## config.mk

```make
export PLATFORM = sky130hd
export DESIGN_NAME = ex_mem_stage_flat
export DESIGN_NICKNAME = d
export VERILOG_FILES = /design/src/rtl/ex_pkg.sv /design/src/rtl/ex_mem_stage_if.sv /design/src/rtl/ex_mem_stage_alu_core.sv /design/src/rtl/ex_mem_stage.sv /design/src/flat_wrapper.sv
export SDC_FILE = /design/constraint.sdc
export NUM_CORES = 1
export LEC_CHECK = 0
export BUFFER_PORTS_ARGS = -buffer_cell sky130_fd_sc_hd__buf_4
export CAP_MARGIN = 25
export CORE_MARGIN = 5
export CORE_UTILIZATION = 40
export CTS_CLUSTER_DIAMETER = 40
export DETAILED_ROUTE_END_ITERATION = 10
export PLACE_DENSITY = 0.61
export SYNTH_ARGS = -nofsm -noshare
export SYNTH_HDL_FRONTEND = slang
export SYNTH_SLANG_ARGS = --single-unit
```

## constraint.sdc

```tcl
create_clock -name clk -period 6.7 [get_ports clk]
set_input_delay 0.67 -clock clk [delete_from_list [all_inputs] [get_ports clk]]
set_output_delay 0.67 -clock clk [all_outputs]
set_load 0.03 [all_outputs]
```

## src/rtl/ex_pkg.sv

```systemverilog
// ex_pkg: shared constants for the execute stage.
//   DATA_W          datapath / operand width
//   INSTR_W         instruction width
//   IMM_MSB/IMM_LSB immediate field bounds inside the instruction
//   alu_op_t        ALU operation encoding
package ex_pkg;

   localparam int DATA_W  = 8;
   localparam int INSTR_W = 19;
   localparam int IMM_MSB = 7;
   localparam int IMM_LSB = 0;

   typedef enum logic [2:0] {
      ALU_ADD = 3'b000,
      ALU_SUB = 3'b001,
      ALU_AND = 3'b010,
      ALU_OR  = 3'b011,
      ALU_XOR = 3'b100,
      ALU_SHL = 3'b101,
      ALU_SHR = 3'b110,
      ALU_ROR = 3'b111
   } alu_op_t;

endpackage

```

## src/rtl/ex_mem_stage_if.sv

```systemverilog
// ex_mem_stage_if: ID/EX inputs, stall/flush control and EX/MEM outputs
// of the execute stage, bundled into one interface.
//   master : the side driving ID/EX and the hazard controls
//   slave  : the execute stage itself
interface ex_mem_stage_if;
   import ex_pkg::*;

   logic                stall;
   logic                flush;

   logic [DATA_W-1:0]   ID_EX_A;
   logic [DATA_W-1:0]   ID_EX_B;
   logic [INSTR_W-1:0]  ID_EX_instruction;
   logic                ID_EX_mem_write;
   logic                ID_EX_reg_write;
   logic                ID_EX_alu_use_carry;
   logic                ID_EX_alu_in_mux;
   logic                ID_EX_select_c;
   logic                ID_EX_select_z;
   logic                ID_EX_write_c;
   logic                ID_EX_write_z;
   logic [2:0]          ID_EX_alu_op;
   logic [1:0]          ID_EX_reg_write_mux;

   logic [DATA_W-1:0]   EX_MEM_result;
   logic [DATA_W-1:0]   EX_MEM_B;
   logic [INSTR_W-1:0]  EX_MEM_instruction;
   logic                EX_MEM_mem_write;
   logic                EX_MEM_reg_write;
   logic [1:0]          EX_MEM_reg_write_mux;
   logic                carry_flag;
   logic                zero_flag;

   modport master (
      output stall, flush,
      output ID_EX_A, ID_EX_B, ID_EX_instruction, ID_EX_mem_write, ID_EX_reg_write,
      output ID_EX_alu_use_carry, ID_EX_alu_in_mux, ID_EX_select_c, ID_EX_select_z,
      output ID_EX_write_c, ID_EX_write_z, ID_EX_alu_op, ID_EX_reg_write_mux,
      input  EX_MEM_result, EX_MEM_B, EX_MEM_instruction, EX_MEM_mem_write,
      input  EX_MEM_reg_write, EX_MEM_reg_write_mux, carry_flag, zero_flag
   );

   modport slave (
      input  stall, flush,
      input  ID_EX_A, ID_EX_B, ID_EX_instruction, ID_EX_mem_write, ID_EX_reg_write,
      input  ID_EX_alu_use_carry, ID_EX_alu_in_mux, ID_EX_select_c, ID_EX_select_z,
      input  ID_EX_write_c, ID_EX_write_z, ID_EX_alu_op, ID_EX_reg_write_mux,
      output EX_MEM_result, EX_MEM_B, EX_MEM_instruction, EX_MEM_mem_write,
      output EX_MEM_reg_write, EX_MEM_reg_write_mux, carry_flag, zero_flag
   );

endinterface

```

## src/rtl/ex_mem_stage_alu_core.sv

```systemverilog
// alu_core: combinational 8-bit ALU.
//   i_a, i_bop : operands (i_bop ignored by shifts)
//   i_cin      : carry-in / borrow-in / shift-in bit
//   i_op       : operation
//   o_r        : result
//   o_co       : arithmetic carry (ADD) or borrow (SUB), else 0
//   o_so       : bit shifted out (SHL/SHR/ROR), else 0
module alu_core
   import ex_pkg::*;
(
   input  logic [DATA_W-1:0] i_a,
   input  logic [DATA_W-1:0] i_bop,
   input  logic              i_cin,
   input  alu_op_t           i_op,
   output logic [DATA_W-1:0] o_r,
   output logic              o_co,
   output logic              o_so
);

   logic [DATA_W:0] w_sum;
   logic [DATA_W:0] w_diff;

   assign w_sum  = {1'b0, i_a} + {1'b0, i_bop} + {{DATA_W{1'b0}}, i_cin};
   // The 9th bit of the widened difference is set exactly when A < Bop + cin.
   assign w_diff = {1'b0, i_a} - {1'b0, i_bop} - {{DATA_W{1'b0}}, i_cin};

   always_comb begin
      o_r  = '0;
      o_co = 1'b0;
      o_so = 1'b0;
      case (i_op)
         ALU_ADD: begin
            o_r  = w_sum[DATA_W-1:0];
            o_co = w_sum[DATA_W];
         end
         ALU_SUB: begin
            o_r  = w_diff[DATA_W-1:0];
            o_co = w_diff[DATA_W];
         end
         ALU_AND: o_r = i_a & i_bop;
         ALU_OR:  o_r = i_a | i_bop;
         ALU_XOR: o_r = i_a ^ i_bop;
         ALU_SHL: begin
            o_r  = {i_a[DATA_W-2:0], i_cin};
            o_so = i_a[DATA_W-1];
         end
         ALU_SHR: begin
            o_r  = {i_cin, i_a[DATA_W-1:1]};
            o_so = i_a[0];
         end
         ALU_ROR: begin
            o_r  = {i_a[0], i_a[DATA_W-1:1]};
            o_so = i_a[0];
         end
         default: o_r = '0;
      endcase
   end

endmodule

```

## src/rtl/ex_mem_stage.sv

```systemverilog
// ex_mem_stage: execute stage plus EX/MEM pipeline register.
//   clk   : rising-edge clock
//   reset : asynchronous active-low reset, clears all registers and flags
//   bus   : ex_mem_stage_if.slave -- ID/EX inputs, stall/flush, EX/MEM
//           outputs and the current carry/zero flags
// Stall freezes everything (even over flush). Flush loads a zero bubble
// and leaves the flags untouched.
module ex_mem_stage
   import ex_pkg::*;
(
   input  logic           clk,
   input  logic           reset,
   ex_mem_stage_if.slave  bus
);

   logic [DATA_W-1:0]  r_result;
   logic [DATA_W-1:0]  r_b;
   logic [INSTR_W-1:0] r_instr;
   logic               r_mem_write;
   logic               r_reg_write;
   logic [1:0]         r_reg_write_mux;
   logic               r_c;
   logic               r_z;

   logic [DATA_W-1:0]  w_bop;
   logic [DATA_W-1:0]  w_r;
   logic               w_cin;
   logic               w_co;
   logic               w_so;
   logic               w_c_next;
   logic               w_z_next;
   logic               w_flag_en;

   assign w_bop = bus.ID_EX_alu_in_mux ? bus.ID_EX_instruction[IMM_MSB:IMM_LSB] : bus.ID_EX_B;
   assign w_cin = bus.ID_EX_alu_use_carry & r_c;

   alu_core u_alu (
      .i_a   (bus.ID_EX_A),
      .i_bop (w_bop),
      .i_cin (w_cin),
      .i_op  (alu_op_t'(bus.ID_EX_alu_op)),
      .o_r   (w_r),
      .o_co  (w_co),
      .o_so  (w_so)
   );

   assign w_c_next  = bus.ID_EX_select_c ? w_so : w_co;
   // With select_z the old Z is ANDed in so multi-byte compares chain.
   assign w_z_next  = (w_r == '0) & (~bus.ID_EX_select_z | r_z);
   assign w_flag_en = ~bus.stall & ~bus.flush;

   always_ff @(posedge clk or negedge reset) begin
      if (!reset) begin
         r_result        <= '0;
         r_b             <= '0;
         r_instr         <= '0;
         r_mem_write     <= 1'b0;
         r_reg_write     <= 1'b0;
         r_reg_write_mux <= '0;
      end else if (!bus.stall) begin
         if (bus.flush) begin
            r_result        <= '0;
            r_b             <= '0;
            r_instr         <= '0;
            r_mem_write     <= 1'b0;
            r_reg_write     <= 1'b0;
            r_reg_write_mux <= '0;
         end else begin
            r_result        <= w_r;
            r_b             <= bus.ID_EX_B;
            r_instr         <= bus.ID_EX_instruction;
            r_mem_write     <= bus.ID_EX_mem_write;
            r_reg_write     <= bus.ID_EX_reg_write;
            r_reg_write_mux <= bus.ID_EX_reg_write_mux;
         end
      end
   end

   always_ff @(posedge clk or negedge reset) begin
      if (!reset) begin
         r_c <= 1'b0;
         r_z <= 1'b0;
      end else if (w_flag_en) begin
         if (bus.ID_EX_write_c) r_c <= w_c_next;
         if (bus.ID_EX_write_z) r_z <= w_z_next;
      end
   end

   assign bus.EX_MEM_result        = r_result;
   assign bus.EX_MEM_B             = r_b;
   assign bus.EX_MEM_instruction   = r_instr;
   assign bus.EX_MEM_mem_write     = r_mem_write;
   assign bus.EX_MEM_reg_write     = r_reg_write;
   assign bus.EX_MEM_reg_write_mux = r_reg_write_mux;
   assign bus.carry_flag           = r_c;
   assign bus.zero_flag            = r_z;

endmodule

```

## src/flat_wrapper.sv

```systemverilog
// flat-port wrapper written by rule: the top's interface ports become plain ports
module ex_mem_stage_flat import ex_pkg::*;
  (clk, reset, bus_stall, bus_flush, bus_ID_EX_A, bus_ID_EX_B, bus_ID_EX_instruction, bus_ID_EX_mem_write, bus_ID_EX_reg_write, bus_ID_EX_alu_use_carry, bus_ID_EX_alu_in_mux, bus_ID_EX_select_c, bus_ID_EX_select_z, bus_ID_EX_write_c, bus_ID_EX_write_z, bus_ID_EX_alu_op, bus_ID_EX_reg_write_mux, bus_EX_MEM_result, bus_EX_MEM_B, bus_EX_MEM_instruction, bus_EX_MEM_mem_write, bus_EX_MEM_reg_write, bus_EX_MEM_reg_write_mux, bus_carry_flag, bus_zero_flag);
  ex_mem_stage_if bus_i ();
  input  logic clk;
  input  logic reset;
  input wire logic [$bits(bus_i.stall)-1:0] bus_stall;
  input wire logic [$bits(bus_i.flush)-1:0] bus_flush;
  input wire logic [$bits(bus_i.ID_EX_A)-1:0] bus_ID_EX_A;
  input wire logic [$bits(bus_i.ID_EX_B)-1:0] bus_ID_EX_B;
  input wire logic [$bits(bus_i.ID_EX_instruction)-1:0] bus_ID_EX_instruction;
  input wire logic [$bits(bus_i.ID_EX_mem_write)-1:0] bus_ID_EX_mem_write;
  input wire logic [$bits(bus_i.ID_EX_reg_write)-1:0] bus_ID_EX_reg_write;
  input wire logic [$bits(bus_i.ID_EX_alu_use_carry)-1:0] bus_ID_EX_alu_use_carry;
  input wire logic [$bits(bus_i.ID_EX_alu_in_mux)-1:0] bus_ID_EX_alu_in_mux;
  input wire logic [$bits(bus_i.ID_EX_select_c)-1:0] bus_ID_EX_select_c;
  input wire logic [$bits(bus_i.ID_EX_select_z)-1:0] bus_ID_EX_select_z;
  input wire logic [$bits(bus_i.ID_EX_write_c)-1:0] bus_ID_EX_write_c;
  input wire logic [$bits(bus_i.ID_EX_write_z)-1:0] bus_ID_EX_write_z;
  input wire logic [$bits(bus_i.ID_EX_alu_op)-1:0] bus_ID_EX_alu_op;
  input wire logic [$bits(bus_i.ID_EX_reg_write_mux)-1:0] bus_ID_EX_reg_write_mux;
  output wire logic [$bits(bus_i.EX_MEM_result)-1:0] bus_EX_MEM_result;
  output wire logic [$bits(bus_i.EX_MEM_B)-1:0] bus_EX_MEM_B;
  output wire logic [$bits(bus_i.EX_MEM_instruction)-1:0] bus_EX_MEM_instruction;
  output wire logic [$bits(bus_i.EX_MEM_mem_write)-1:0] bus_EX_MEM_mem_write;
  output wire logic [$bits(bus_i.EX_MEM_reg_write)-1:0] bus_EX_MEM_reg_write;
  output wire logic [$bits(bus_i.EX_MEM_reg_write_mux)-1:0] bus_EX_MEM_reg_write_mux;
  output wire logic [$bits(bus_i.carry_flag)-1:0] bus_carry_flag;
  output wire logic [$bits(bus_i.zero_flag)-1:0] bus_zero_flag;
  assign bus_i.stall = bus_stall;
  assign bus_i.flush = bus_flush;
  assign bus_i.ID_EX_A = bus_ID_EX_A;
  assign bus_i.ID_EX_B = bus_ID_EX_B;
  assign bus_i.ID_EX_instruction = bus_ID_EX_instruction;
  assign bus_i.ID_EX_mem_write = bus_ID_EX_mem_write;
  assign bus_i.ID_EX_reg_write = bus_ID_EX_reg_write;
  assign bus_i.ID_EX_alu_use_carry = bus_ID_EX_alu_use_carry;
  assign bus_i.ID_EX_alu_in_mux = bus_ID_EX_alu_in_mux;
  assign bus_i.ID_EX_select_c = bus_ID_EX_select_c;
  assign bus_i.ID_EX_select_z = bus_ID_EX_select_z;
  assign bus_i.ID_EX_write_c = bus_ID_EX_write_c;
  assign bus_i.ID_EX_write_z = bus_ID_EX_write_z;
  assign bus_i.ID_EX_alu_op = bus_ID_EX_alu_op;
  assign bus_i.ID_EX_reg_write_mux = bus_ID_EX_reg_write_mux;
  assign bus_EX_MEM_result = bus_i.EX_MEM_result;
  assign bus_EX_MEM_B = bus_i.EX_MEM_B;
  assign bus_EX_MEM_instruction = bus_i.EX_MEM_instruction;
  assign bus_EX_MEM_mem_write = bus_i.EX_MEM_mem_write;
  assign bus_EX_MEM_reg_write = bus_i.EX_MEM_reg_write;
  assign bus_EX_MEM_reg_write_mux = bus_i.EX_MEM_reg_write_mux;
  assign bus_carry_flag = bus_i.carry_flag;
  assign bus_zero_flag = bus_i.zero_flag;
  ex_mem_stage u_core (.clk(clk), .reset(reset), .bus(bus_i));
endmodule
```

==> results_dict.tcl <==
set metrics [dict create \
    grt-busiest-layer "met2" \
    cts_tree "yes" \
    fp.dieW_microns 98.77 \
    grtUsageMet3_pct 2.831 \
    worstRegToRegCells 12 \
    clock-sinks 41 \
    slowest_delay_ns 0.59 \
    fp.dieH_microns 98.77 \
    track_usage_pct 17.79 \
    synth_top_area_cell "dfrtp_1" \
    io_pins 93 \
    ys_async_sr_fraction_pct 100.0 \
    vias 2859 \
    gp_congestion 0.9175 \
    synth_cell_types 45 \
    synth-edff-count 0 \
    layout-drive-gt1-share_pct 23.66 \
    syn_area_sq_mm 0.003152 \
    setup_viol 0 \
    finalClockSkew_ns 0.004167 \
    cts_setup_buffers 0 \
    area_growth_pct 26.76 \
    utilization_pct 51.97 \
    path_class "in2reg" \
    cp_cell_sequence "buf_4, mux2i_1, inv_1, fa_1, inv_1, ha_1, o21a_1, o31a_1, o21ai_0, nand2b_1, xor2_1, a221o_1, o41ai_2" \
    cts-root-buf "clkbuf_8" \
    grt_overflow_total 0 \
    synth-main-ff-cell "dfrtp_1" \
    synth.most_common_cell "o21ai_0" \
    tightestPinTransition_ns 0.5650 \
    grt_pass1_wl_mm 14.13 \
    power_density_mw_per_mm2 191.7 \
    drt.antenna.violating_nets 0 \
    synthTopCellsByArea "dfrtp_1 (33%), ha_1 (12%), o21ai_0 (7.0%)" \
    min_period_over_period_pct 51.16 \
    grt_pass1_vias 2776 \
    hpwlAfterDp_mm 6.860 \
    grt_max_degree 65 \
    clockBufferDepth 2 \
    critPathArrivalTime_ns 3.62 \
    port_buffers 92 \
    antenna_cells 0 \
    hold_path.class "in2async" \
    hold_violations 0 \
    cts_resized 0 \
    met2_usage_pct 29.34 \
    antenna_found_initial 0 \
    drt_iter0_drc 118 \
    drt-wirelength-per-cell_microns 15.95 \
    drc 0 \
    die-area_sq_mm 0.009755 \
    hold_slack_ns 0.3527 \
    vias_per_cell 5.198 \
    initial_core_util_pct 41.00 \
    coreArea_sq_mm 0.007687 \
    crit_path_top_delay_cell "fa_1" \
    avgSynthCellArea_sq_um 8.565 \
    slew_violations 0 \
    slew_headroom_pct 62.33 \
    syn_nets 454 \
    gr-usage-met1_pct 23.95 \
    p_total_w 0.0007661 \
    routed_wl_mm 8.775 \
    min_period_ns 3.428 \
    rows 32 \
    finalSetupTns_ns 0 \
    h-tree-depth 2 \
    status "completed" \
    nFillCells 762 \
    ys_warn_count 0 \
    numCtsBuffers 5 \
    rsz0062_at_grt "false" \
    clkTransAtPathRegs_ns 0.08 \
    synth_cells 368 \
    peakVddDrop_mv 0.08203 \
    nets 534 \
    synth_commonest_cells "o21ai_0 (44), nand2_1 (43), dfrtp_1 (41)" \
    clock_latency_ns 0.29 \
    total_leakage_power_nw 1.993 \
    ys_seq_area_share_pct 32.55 \
    worstPathMaxFanout 8 \
    cts.hold.buffers_added 0 \
    ys_seq_elements 41 \
    synth_top_area_share_pct 32.55 \
    max-cap-violations 0 \
    max_clock_freq_ghz 0.2917 \
    critical_path.most_common_cell "inv_1" \
    cp.required_ns 6.89 \
    critPathLaunchType "input port" \
    first_pass_iters 4 \
    worstSetupEndpointType "flop" \
]
[cells by family after synthesis]
logic type | after synthesis | share of synthesized area (%)
xor+xnor | 9 | 2.501
flops | 41 | 32.55
mux | 14 | 4.645
buf+inv | 51 | 6.431
simple gates | 105 | 15.96
fa+ha+maj | 34 | 14.45
compound gates | 114 | 23.46
[power by group]
group / total (W) / internal (W) / switching (W)
Combinational: 0.000296 / 0.000122 / 0.000174
Sequential: 0.000281 / 0.000268 / 0.0000128
Clock: 0.000189 / 0.000108 / 0.0000808
Total: 0.000766 / 0.000498 / 0.000268
[state kept, by name (all words and copies together), names as in the netlist]
name and flops:
u_core.bus.EX_MEM_result 8, u_core.bus.EX_MEM_mem_write 1, u_core.bus.carry_flag 1, u_core.bus.zero_flag 1, u_core.bus.EX_MEM_reg_write 1, u_core.bus.EX_MEM_instruction 19
u_core.bus.EX_MEM_reg_write_mux 2, u_core.bus.EX_MEM_B 8
[routing by layer]
| metal | vias to the layer above | part of all wire (%) |
|---|---|---|
| met5 | - | 0 |
| met4 | 0 | 1.7 |
| met3 | 9 | 4.4 |
| met2 | 81 | 47 |
| met1 | 1341 | 47 |
| li1 | 1428 | - |
[final cells by class]
type | instances | area [sq um] | area share, %
Inverter | 31 | 116.4 | 2.913
Multi-Input combinational cell | 276 | 1923 | 48.14
Tap cell | 102 | 127.6 | 3.194
Sequential cell | 41 | 1026 | 25.68
Clock inverter | 2 | 35.03 | 0.8769
Clock buffer | 5 | 68.82 | 1.723
Timing Repair Buffer | 93 | 698.2 | 17.48
[layout by cell type (no fill, tap or decap), types with 6 or more instances in the layout]
cell type	n
dfrtp_1	41
nor2_1	17
o21ai_0	44
a22o_1	13
nand2b_1	30
nand2_1	43
a21oi_1	17
ha_1	30
nor3_1	6
mux2i_1	12
buf_4	93
inv_1	31
a211oi_1	7
[through the flow]
step                std cells  setup WS (ns)  cell area (sq um)
detailed placement        543          2.998               3891
floorplan                 368          3.004               3152
global route              550          3.137               3995
CTS                       550          3.306               3995
finish                    550          3.272               3995
global placement          543          3.076               3891
[critical path, delay by kind of cell]
family	cells	cell delay (ns)
multiplexers	1	0.36
buffers and inverters	3	0.36
adder cells (fa/ha/maj)	2	0.76
AO/OA/AOI/OAI	5	1.24
AND/OR/NAND/NOR	1	0.09
XOR/XNOR	1	0.14
[final timing paths]
path | from | to | slack [ns]
max | bus_ID_EX_alu_in_mux | u_core.bus.zero_flag | 3.27
min in group clk | u_core.bus.EX_MEM_instruction[10] | u_core.bus.EX_MEM_instruction[10] | 0.49
min | reset | u_core.bus.EX_MEM_B[3] | 0.35
max in group asynchronous | reset | u_core.bus.EX_MEM_instruction[17] | 5.99
max reg2reg | u_core.bus.carry_flag | u_core.bus.zero_flag | 3.68
min reg2reg | u_core.bus.EX_MEM_instruction[10] | u_core.bus.EX_MEM_instruction[10] | 0.49
No activity file was read; power rests on OpenSTA's default activity.
